`src/rtl/cp0_unit.sv`:
```
// Coprocessor-0 for the pipelined MIPS core: SR/Cause/EPC/PRId registers plus
// the M-stage interrupt/exception request decision.
module cp0_unit #(
  parameter logic [31:0] PRID = 32'h0000_0707
) (
  input  logic        clk,
  input  logic        reset,
  input  logic [4:0]  A1,
  input  logic [4:0]  A2,
  input  logic [31:0] DIn,
  input  logic        WE,
  input  logic [31:0] VPC,
  input  logic        BDIn,
  input  logic [4:0]  ExcCodeIn,
  input  logic [5:0]  HWInt,
  input  logic        EXLClr,
  output logic [31:0] DOut,
  output logic [31:0] EPCOut,
  output logic        Req
);

  localparam logic [4:0] REG_SR    = 5'd12;
  localparam logic [4:0] REG_CAUSE = 5'd13;
  localparam logic [4:0] REG_EPC   = 5'd14;
  localparam logic [4:0] REG_PRID  = 5'd15;

  logic [5:0]  im;
  logic        exl;
  logic        ie;
  logic        bd;
  logic [5:0]  ip;
  logic [4:0]  exc_code;
  logic [31:0] epc;

  logic int_req;
  logic exc_req;
  logic wr_sr;
  logic wr_epc;

  assign int_req = (|(HWInt & im)) & ie & ~exl;
  assign exc_req = (ExcCodeIn != 5'd0) & ~exl;
  assign Req     = int_req | exc_req;

  assign wr_sr  = WE && (A2 == REG_SR);
  assign wr_epc = WE && (A2 == REG_EPC);

  // A request squashes the victim, so its mtc0/eret side effects are dropped.
  always_ff @(posedge clk) begin
    if (reset) begin
      im       <= 6'd0;
      exl      <= 1'b0;
      ie       <= 1'b0;
      bd       <= 1'b0;
      ip       <= 6'd0;
      exc_code <= 5'd0;
      epc      <= 32'd0;
    end else begin
      ip <= HWInt;
      if (Req) begin
        exl      <= 1'b1;
        bd       <= BDIn;
        epc      <= BDIn ? (VPC - 32'd4) : VPC;
        exc_code <= int_req ? 5'd0 : ExcCodeIn;
      end else begin
        if (wr_sr) begin
          im  <= DIn[15:10];
          ie  <= DIn[0];
          exl <= EXLClr ? 1'b0 : DIn[1];
        end else if (EXLClr) begin
          exl <= 1'b0;
        end
        if (wr_epc) begin
          epc <= DIn;
        end
      end
    end
  end

  always_comb begin
    DOut = 32'd0;
    case (A1)
      REG_SR:    DOut = {16'd0, im, 8'd0, exl, ie};
      REG_CAUSE: DOut = {bd, 15'd0, ip, 3'd0, exc_code, 2'd0};
      REG_EPC:   DOut = epc;
      REG_PRID:  DOut = PRID;
      default:   DOut = 32'd0;
    endcase
  end

  assign EPCOut = wr_epc ? DIn : epc;

endmodule
```
`config.mk`:
```
export PLATFORM = sky130hd
export DESIGN_NAME = cp0_unit
export DESIGN_NICKNAME = d
export VERILOG_FILES = /design/src/rtl/cp0_unit.sv
export SDC_FILE = /design/constraint.sdc
export NUM_CORES = 1
export LEC_CHECK = 0
export CORE_MARGIN = 8
export CORE_UTILIZATION = 40
export DETAILED_ROUTE_END_ITERATION = 7
export PLACE_DENSITY_LB_ADDON = 0.3
export SLEW_MARGIN = 20
export SYNTH_ARGS = -nofsm -noshare
export SYNTH_HDL_FRONTEND = slang
export SYNTH_SLANG_ARGS = --single-unit
```
`constraint.sdc`:
```
create_clock -name clk -period 2.3 [get_ports clk]
set_input_delay 0.46 -clock clk [delete_from_list [all_inputs] [get_ports clk]]
set_output_delay 0.46 -clock clk [all_outputs]
set_load 0.02 [all_outputs]
```
==> reports/qor.yml <==
routing:
  remaining_drc_errors: 0
  finalWirelength_um: 17700
  dr.pass1.iters: 5
  wl_per_cell_um: 20.5
  vias: 5230
  drtAntennaViolNets: 0
  drt_iter0_drc: 433
  via_per_inst: 6.06
final_layout:
  multi_input_area_sq_um: 2830
  final_cell_mix: "buf_4, clkdlybuf4s50_1, dfxtp_1"
  nets: 842
  ff_latch_area_sq_um: 1040
  final_util_pct: 74.1
  n_fill_cell: 699
  final_common_cell: "buf_4"
  synthToLayoutAreaGrowth_pct: 81.7
  final_cell_count_no_fill: 863
  layout-drive-gt1-share_pct: 38.0
  num_antenna_cells: 0
global_route:
  grt_antenna_before_repair: 0
  gr-total-overflow: 0
  first_global_vias: 5312
  grt_use_total_pct: 26.6
  grt_pass1_wl_um: 27400
  grt_max_degree: 29
synth:
  synth_warnings: 0
  synth-seq-cells: 52
  ys_seq_area_share_pct: 27.9
  synth_enable_flop_cells: 0
  ys_types: 53
  syn-instance-count: 477
  synthFlopType: "dfxtp_1"
  synth_area_sq_um: 3730
  synth-async-reset-ratio_pct: 0
  synth_area_per_cell_sq_um: 7.82
  syn_nets: 568
floorplanning:
  start_util_pct: 40.8
  design.die.area_sq_um: 12700
  die_w_um: 113
  fp.dieH_um: 113
  rows: 35
  core_sq_um: 9150
  ioPinCount: 155
critical_path:
  path_max_fanout: 6
  crit_type: "in2out"
  cp.arrival_ns: 1.85
  cp-start-kind: "input pin"
  critPathRequiredTime_ns: 1.84
  endpoint_kind: "primary output"
  worstReg2RegStart: "im[0]"
  crit_path_start: "A2[4]"
power_and_ir_drop:
  internal_power_mw: 1.69
  power_switching_mw: 0.874
  p_comb_share_pct: 38.5
  p_leak_nw: 3.07
  clkPwrFrac_pct: 21.8
  powerDensity_nw_per_um2: 378
  seq_power_share_pct: 39.7
  switching_share_pct: 34.1
  ir_drop_mv: 0.259
timing:
  max_slew.worst_pin.slew_ns: 0.430
  hold_ws_ns: 0.411
  maxClockFrequency_ghz: 0.434
  period_share_pct: 100
  setup_slack_ns: -0.00612
  maxSlewHeadroom_pct: 71.0
  setup_tns_ns: -0.00612
  period_minus_slack_ns: 2.31
  worst_clock_skew_ns: 0.00644
  finalHoldViolations: 0
  rsz0062_at_grt: "true"
  drv_slew: 0
  setup_violations: 1
run:
  drv_cap: 0
placed_design:
  place.gp.congestion: 0.909
  dp_cells: 831
  dp_hpwl_um: 12800
  port_buffers: 154
  dpl_worst_slack_ns: -0.687
worst_hold_path:
  hold_path_startpoint: "HWInt[2]"
  hp-class: "in2reg"
clock_network:
  cts_root_buf: "clkbuf_8"
  numClockSinks: 52
  clockBufferDepth: 2
  htree_levels: 2
  cts_buffers: 5
  insertion_delay_ns: 0.31
  clkSlewWorstSetupHoldPaths_ns: 0.11
  cts_tree: "done"
run_status:
  violations: "negative setup slack"
  status: "finished with violations"
-- cell usage after synthesis, types with 2 or more instances --
cell type	n	area share (%)
a211oi_1	11	2.2
nand4b_1	2	0.47
or3_1	13	2.2
nand3b_1	2	0.40
xor2_1	2	0.47
a31oi_1	12	2.0
nand2b_1	2	0.34
a21o_1	2	0.40
nor4_1	21	3.5
clkbuf_1	35	3.5
o311a_1	2	0.54
nor2_1	27	2.7
o211a_1	7	1.9
or2_2	9	1.5
inv_1	9	0.91
nor4b_1	5	1.2
mux2_2	7	2.1
o211ai_1	2	0.40
dfxtp_1	52	28
and2_1	17	2.9
mux2i_1	14	3.8
and4_1	5	1.2
buf_1	9	0.91
o31a_1	14	3.3
nor2b_1	9	1.5
a21oi_1	18	2.4
a41o_1	12	3.2
a22o_1	3	0.70
nand4_1	18	3.0
a22oi_1	5	1.0
o31ai_1	24	4.8
xnor2_1	8	1.9
o21ai_0	13	1.7
or4_1	12	2.4
nand3_1	15	2.0
nand2_1	35	3.5
buf_2	2	0.27
nor3_1	7	0.94
-- layout make-up --
| class | instances | share of cell area (%) |
|---|---|---|
| clock buffer | 5 | 1.02 |
| clock inverter | 3 | 0.314 |
| inverter | 9 | 0.498 |
| multi-input combinational | 370 | 41.8 |
| sequential | 52 | 15.4 |
| tap | 111 | 2.05 |
| timing repair buffer | 313 | 39.0 |
-- routing by layer --
| metal | part of all wire (%) | up-vias | wire length [um] | track usage [%] |
|---|---|---|---|---|
| li1 | - | 2394 | - | - |
| met1 | 39 | 2495 | 6800 | 31.0 |
| met2 | 50 | 290 | 8800 | 47.3 |
| met3 | 8.2 | 51 | 1440 | 4.40 |
| met4 | 3.5 | 0 | 612 | 10.3 |
| met5 | 0 | - | 0 | 0 |
-- worst paths after layout --
path                                    end  slack, ns  cells past startpoint
worst min register to register  exc_code[1]       0.48                      2
worst min-delay path                  ip[2]       0.41                      2
worst max register to register        im[3]       0.35                      6
worst max-delay path             EPCOut[13]     -0.006                      7
-- worst max-delay path, stage by stage --
cell	delay [ns]
buf_8	0.10
nand4b_1	0.24
buf_4	0.19
clkbuf_16	0.15
o31a_1	0.30
or2_4	0.26
buf_6	0.13
-- kinds of logic after synthesis --
kind of cell / count (synthesis) / share of synthesized area (%)
simple gates: 207 / 31.8
compound gates: 131 / 26.1
buf+inv: 55 / 5.60
flops: 52 / 27.9
mux: 21 / 5.87
xor+xnor: 10 / 2.35
fa+ha+maj: 1 / 0.335
-- flip-flops by register name, summed over array words and instances, names as in the netlist --
signal	count
im	6
exl	1
ip	6
epc	32
bd	1
exc_code	5
ie	1
-- repair_timing --
item                       CTS  global route
hold buffers                 0             0
buffers inserted            16             6
setup endpoints to repair   73            62
hold endpoints to repair     0             0
gates cloned                 4             0
pin swaps                   18            23
gates resized for setup    321            62
-- per-stage QoR --
step | power [mW] | instance area (sq um)
global placement | 1.94 | 6300
detailed placement | 1.96 | 6300
finish | 2.56 | 6780
global route | 2.66 | 6780
floorplan | 1.41 | 3750
CTS | 2.52 | 6690
-- power by group through the flow --
stage	logic, mW	registers, mW	clock network (mW)
floorplan	0.401	1.01	0
global placement	0.911	1.03	0
detailed placement	0.930	1.03	0
CTS	0.947	1.02	0.554
global route	1.05	1.03	0.589
finish	0.987	1.02	0.558
No activity file was read; power rests on OpenSTA's default activity.
